<file path="config.mk">
export PLATFORM = sky130hd
export DESIGN_NAME = iterative_multiplier
export DESIGN_NICKNAME = d
export VERILOG_FILES = /design/src/rtl/iterative_multiplier_pkg.sv /design/src/rtl/iterative_multiplier_mul_step.sv /design/src/rtl/iterative_multiplier.sv
export SDC_FILE = /design/constraint.sdc
export NUM_CORES = 1
export LEC_CHECK = 0
export BUFFER_PORTS_ARGS = -buffer_cell sky130_fd_sc_hd__buf_2
export CORE_MARGIN = 2
export CORE_UTILIZATION = 40
export CTS_CLUSTER_SIZE = 25
export DETAILED_ROUTE_END_ITERATION = 8
export GPL_TIMING_DRIVEN = 0
export SLEW_MARGIN = 10
export SYNTH_ARGS = -nofsm -noshare
export SYNTH_HDL_FRONTEND = slang
export SYNTH_HIERARCHICAL = 1
export SYNTH_SLANG_ARGS = --single-unit
</file>
<file path="constraint.sdc">
create_clock -name CLK -period 3.8 [get_ports CLK]
set_input_delay 0.38 -clock CLK [delete_from_list [all_inputs] [get_ports CLK]]
set_output_delay 0.38 -clock CLK [all_outputs]
set_load 0.01 [all_outputs]
</file>
<file path="src/rtl/iterative_multiplier_pkg.sv">
// Shared definitions for the iterative multiplier slice.
//   REG_IDX_W   : register-file index width (destination tag)
//   DATA_W      : default datapath width
//   mul_state_e : FSM state encoding (idle / run / done)
package iterative_multiplier_pkg;

    localparam int unsigned REG_IDX_W = 4;
    localparam int unsigned DATA_W    = 32;

    typedef enum logic [1:0] {
        MulIdle = 2'd0,
        MulRun  = 2'd1,
        MulDone = 2'd2
    } mul_state_e;

endpackage

</file>
<file path="src/rtl/iterative_multiplier_mul_step.sv">
// One combinational shift-add iteration of the multiplier.
// Ports:
//   acc_i / mcand_i / mplier_i : current accumulator, multiplicand, multiplier
//   next_acc_o                 : acc + mcand when mplier[0] is set (mod 2^WIDTH)
//   next_mcand_o               : mcand shifted left by one
//   next_mplier_o              : mplier shifted right by one
module iterative_multiplier_mul_step #(
    parameter int unsigned WIDTH = 32
) (
    input  logic [WIDTH-1:0] acc_i,
    input  logic [WIDTH-1:0] mcand_i,
    input  logic [WIDTH-1:0] mplier_i,
    output logic [WIDTH-1:0] next_acc_o,
    output logic [WIDTH-1:0] next_mcand_o,
    output logic [WIDTH-1:0] next_mplier_o
);

    always_comb begin
        next_acc_o    = mplier_i[0] ? (acc_i + mcand_i) : acc_i;
        next_mcand_o  = mcand_i << 1;
        next_mplier_o = mplier_i >> 1;
    end

endmodule

</file>
<file path="src/rtl/iterative_multiplier.sv">
// Multi-cycle shift-add unit for MUL / MLA, feeding the register-file write port.
// Ports:
//   CLK, RESET           : rising-edge clock, synchronous active-high reset
//   Start                : request, sampled only while idle
//   MulA, MulB, AccIn    : multiplicand, multiplier, accumulate operand
//   AccEn                : 1 = MLA (A*B+Acc), 0 = MUL
//   DestIn               : destination register index, latched with Start
//   Busy                 : high while running or finishing
//   Done, WE             : one-cycle result-valid / write-enable pulse
//   DestOut, Result      : latched destination index and product
//   FlagN, FlagZ         : sign and zero of Result, updated with Done
// Build option: MUL_EARLY_TERM_EN ends the run as soon as the remaining
// multiplier bits are all zero; results are identical either way.
module iterative_multiplier
    import iterative_multiplier_pkg::*;
#(
    parameter int unsigned WIDTH = DATA_W
) (
    input  logic                 CLK,
    input  logic                 RESET,
    input  logic                 Start,
    input  logic [WIDTH-1:0]     MulA,
    input  logic [WIDTH-1:0]     MulB,
    input  logic [WIDTH-1:0]     AccIn,
    input  logic                 AccEn,
    input  logic [REG_IDX_W-1:0] DestIn,
    output logic                 Busy,
    output logic                 Done,
    output logic                 WE,
    output logic [REG_IDX_W-1:0] DestOut,
    output logic [WIDTH-1:0]     Result,
    output logic                 FlagN,
    output logic                 FlagZ
);

    localparam int unsigned CntW = (WIDTH > 1) ? $clog2(WIDTH) : 1;
    localparam logic [CntW-1:0] LastCnt = CntW'(WIDTH - 1);

    mul_state_e state_q, state_d;

    logic [WIDTH-1:0]     mcand_q, mcand_d;
    logic [WIDTH-1:0]     mplier_q, mplier_d;
    logic [WIDTH-1:0]     acc_q, acc_d;
    logic [CntW-1:0]      count_q, count_d;
    logic [WIDTH-1:0]     result_q, result_d;
    logic [REG_IDX_W-1:0] dest_q, dest_d;
    logic                 done_q, done_d;
    logic                 flag_n_q, flag_n_d;
    logic                 flag_z_q, flag_z_d;

    logic [WIDTH-1:0] step_acc;
    logic [WIDTH-1:0] step_mcand;
    logic [WIDTH-1:0] step_mplier;

    iterative_multiplier_mul_step #(
        .WIDTH (WIDTH)
    ) u_step (
        .acc_i         (acc_q),
        .mcand_i       (mcand_q),
        .mplier_i      (mplier_q),
        .next_acc_o    (step_acc),
        .next_mcand_o  (step_mcand),
        .next_mplier_o (step_mplier)
    );

    always_comb begin
        state_d  = state_q;
        mcand_d  = mcand_q;
        mplier_d = mplier_q;
        acc_d    = acc_q;
        count_d  = count_q;
        result_d = result_q;
        dest_d   = dest_q;
        done_d   = 1'b0;
        flag_n_d = flag_n_q;
        flag_z_d = flag_z_q;

        case (state_q)
            MulIdle: begin
                if (Start) begin
                    mcand_d  = MulA;
                    mplier_d = MulB;
                    acc_d    = AccEn ? AccIn : '0;
                    dest_d   = DestIn;
                    count_d  = '0;
                    state_d  = MulRun;
                end
            end
            MulRun: begin
`ifdef MUL_EARLY_TERM_EN
                // No set bits left: further iterations cannot change acc.
                if (mplier_q == '0) begin
                    state_d = MulDone;
                end else begin
                    acc_d    = step_acc;
                    mcand_d  = step_mcand;
                    mplier_d = step_mplier;
                    count_d  = count_q + CntW'(1);
                    if (count_q == LastCnt) begin
                        state_d = MulDone;
                    end
                end
`else
                acc_d    = step_acc;
                mcand_d  = step_mcand;
                mplier_d = step_mplier;
                count_d  = count_q + CntW'(1);
                if (count_q == LastCnt) begin
                    state_d = MulDone;
                end
`endif
            end
            MulDone: begin
                // Outputs are registered, so the pulse appears in the following idle cycle.
                done_d   = 1'b1;
                result_d = acc_q;
                flag_n_d = acc_q[WIDTH-1];
                flag_z_d = (acc_q == '0);
                state_d  = MulIdle;
            end
            default: begin
                state_d = MulIdle;
            end
        endcase
    end

    always_ff @(posedge CLK) begin
        if (RESET) begin
            state_q  <= MulIdle;
            mcand_q  <= '0;
            mplier_q <= '0;
            acc_q    <= '0;
            count_q  <= '0;
            result_q <= '0;
            dest_q   <= '0;
            done_q   <= 1'b0;
            flag_n_q <= 1'b0;
            flag_z_q <= 1'b0;
        end else begin
            state_q  <= state_d;
            mcand_q  <= mcand_d;
            mplier_q <= mplier_d;
            acc_q    <= acc_d;
            count_q  <= count_d;
            result_q <= result_d;
            dest_q   <= dest_d;
            done_q   <= done_d;
            flag_n_q <= flag_n_d;
            flag_z_q <= flag_z_d;
        end
    end

    assign Busy    = (state_q != MulIdle);
    assign Done    = done_q;
    assign WE      = done_q;
    assign DestOut = dest_q;
    assign Result  = result_q;
    assign FlagN   = flag_n_q;
    assign FlagZ   = flag_z_q;

endmodule

</file>
==> results.ini <==
[timing]
finalHoldViolations=0
fin_crit_sh=0.832
fin_crit_ps=3160
finalClockSkew_ps=9.65
worstMarginPinSlew_ps=911
setup_viol=0
fmax_mhz=316
rsz0062_at_grt=false
maxSlewHeadroom=0.389
tns_ps=0
drv_slew=0

[global_routing]
gr-total-overflow=0
grt_pass1_vias=8120
grt_usage=0.231
grt_pass1_wl_um=43300
antenna_found_initial=0
grt_max_degree=17

[worst_setup_path]
start_kind=flip-flop
path_common_cell=a21oi_1
critPathMaxStageDelay_ps=770
worstPathRequired_ps=4080
crit_slowest_cell=a211oi_1
critPathMaxFanout=6
reg2reg_depth=11
crit_chain=ha_1 > fa_1 > a21oi_1 > nand4b_1 > a21oi_1 > o21ai_1 > a211oi_1 > o21ai_0 > a31o_2 > nand2_1 > a311oi_2
crit_type=reg -> reg
arrival_ps=3440
endpoint_kind=flip-flop

[clock_network]
clock_sink_count=141
clk_latency_ps=430
cts_tree=built
post_cts_buffers=0
hold_buffers=0
cts-htree-levels=4
cts_buffers=17
clk_pin_slew_ps=70
clockBufferDepth=2
cts_root_buffer=clkbuf_16
ctsResizeCount=0

[synthesis]
ys_warn_count=6
synth_area_leaders=dfxtp_1 (31%), nand2_1 (10%), a311oi_2 (9.9%), buf_4 (7.0%), nor2_1 (5.2%)
synth-seq-area-share=0.312
synth_edf_count=0
syn_area_um2=9060
ys_ff_latch=141
synth_flop_cell=dfxtp_1
syn_inst=1132
synth_area_leader_cell=dfxtp_1
synthArstFlopShare=0
yosys.area.top_type_share=0.312
ys_types=69
syn_avg_cell_area_um2=8.00

[die]
die_w_um=155
rows=55
die_area_um2=23900
die_y_um=155
core_um2=22400
ios=145
initial_utilization=0.404

[finish]
layout_commonest_cell=nand2_1
most-common-layout-cells=nand2_1 (253), buf_2 (178), dfxtp_1 (141), nor2_1 (125), buf_4 (85)
antennaDiodeCount=0
finalNonFillerCells=1593
syn2layout_area_growth_pct=18.5
num-nets-final=1433
layout-drive-gt1-share=0.300

[pwr]
internal-power_uw=2940
power_density_nw_per_um2=404
ir_drop_mv=0.256
switchingPower_uw=1400
p_comb_frac=0.219
sw_frac_of_total=0.323
p_seq_frac=0.387
power.leakage_uw=0.00462
power_frac_clock=0.395

[job]
maxCapViolations=0

[placed_design]
globalplace.congestion=0.931
dp_hpwl_um=21200
io_buffers=143
placedCellCount=1561

[status]
outcome=finished, final reports clean

[detailed_routing]
firstDrtPassIters=4
post_drt_wl_per_cell_um=17.2
drc_errors=0
viasPerCell=5.36
drt_iter0_drc=462
finalWirelength_um=27300
ant_nets=0
vias=8539

[worst_hold_path]
hp-class=in -> reg
hold_depth=3

cell usage after synthesis (7+ instances only):
| master | n |
|---|---|
| buf_4 | 85 |
| clkbuf_1 | 27 |
| nand3_1 | 41 |
| xnor2_1 | 15 |
| nor2_1 | 125 |
| ha_1 | 33 |
| buf_2 | 35 |
| nand2_1 | 253 |
| a311oi_2 | 60 |
| a21o_1 | 7 |
| mux2_2 | 22 |
| inv_1 | 9 |
| nand4_1 | 9 |
| a21oi_1 | 77 |
| o21ai_0 | 19 |
| nor3_1 | 8 |
| a311oi_1 | 38 |
| xor2_1 | 9 |
| dfxtp_1 | 141 |
| and3_1 | 7 |
| nor4_1 | 8 |
| nor2b_1 | 9 |
layout make-up:
cell class | instances | area [µm²]
Tap cell | 285 | 357
Multi-Input combinational cell | 828 | 5200
Sequential cell | 141 | 2820
Buffer | 155 | 1010
Timing Repair Buffer | 143 | 716
Fill cell | 2303 | 11700
Clock buffer | 17 | 425
Clock inverter | 15 | 178
Inverter | 9 | 33.8
cells by family (layout without fill, tap and decap cells):
family | after synthesis | count (layout) | synth area share
AND/OR/NAND/NOR | 493 | 493 | 0.235
AO/OA/AOI/OAI | 248 | 248 | 0.235
buffers and inverters | 164 | 339 | 0.115
flip-flops | 141 | 141 | 0.312
adder cells (fa/ha/maj) | 34 | 34 | 0.0478
multiplexers | 27 | 27 | 0.0329
XOR/XNOR | 24 | 24 | 0.0232
other | 1 | 2 | 0.000414
power groups by stage:
stage	combinational, µW	sequential, µW	clock (µW)
after floorplan	717	1670	0
after global placement	935	1710	0
after detailed placement	942	1710	0
after CTS	947	1680	1740
after global routing	1050	1690	1790
final	949	1680	1720
critical path: cells and delay by family (launching register included):
family | cells | cell delay (ps)
adder cells (fa/ha/maj) | 2 | 460
AND/OR/NAND/NOR | 2 | 270
AO/OA/AOI/OAI | 7 | 1890
flip-flops | 1 | 400
metal layers:
metal / track usage / routed length (µm) / part of all wire / up-vias
li1: - / - / - / 4272
met1: 0.310 / 12900 / 0.47 / 4004
met2: 0.378 / 12400 / 0.45 / 228
met3: 0.0401 / 1380 / 0.050 / 35
met4: 0.0741 / 660 / 0.024 / 0
met5: 0 / 0 / 0 / -
path summary, 6_finish.rpt:
path / startpoint / end / slack (ps)
max: acc_q[0] / acc_q[18] / 640
min: DestIn[2] / DestOut[2] / 180
max reg2reg: acc_q[0] / acc_q[18] / 640
min reg2reg: Result[24] / Result[24] / 450
stage by stage:
step	cell area [µm²]	hold WS (ps)	total power, µW	util	setup slack (ps)
6_report	10700	182	4340	0.479	638
3_3_place_gp	10100	442	2650	0.452	689
3_5_place_dp	10100	444	2650	0.452	697
4_1_cts	10700	165	4370	0.479	686
2_1_floorplan	9060	443	2380	-	1150
5_1_grt	10700	202	4530	0.479	499
state kept, by name, indices dropped and copies added, names as in the netlist:
register,flops
FlagZ,1
Done,1
state_q,2
Result,32
acc_q,32
mplier_q,32
DestOut,4
mcand_q,32
count_q,5
Note: power is estimated with default switching activity, not from simulation.
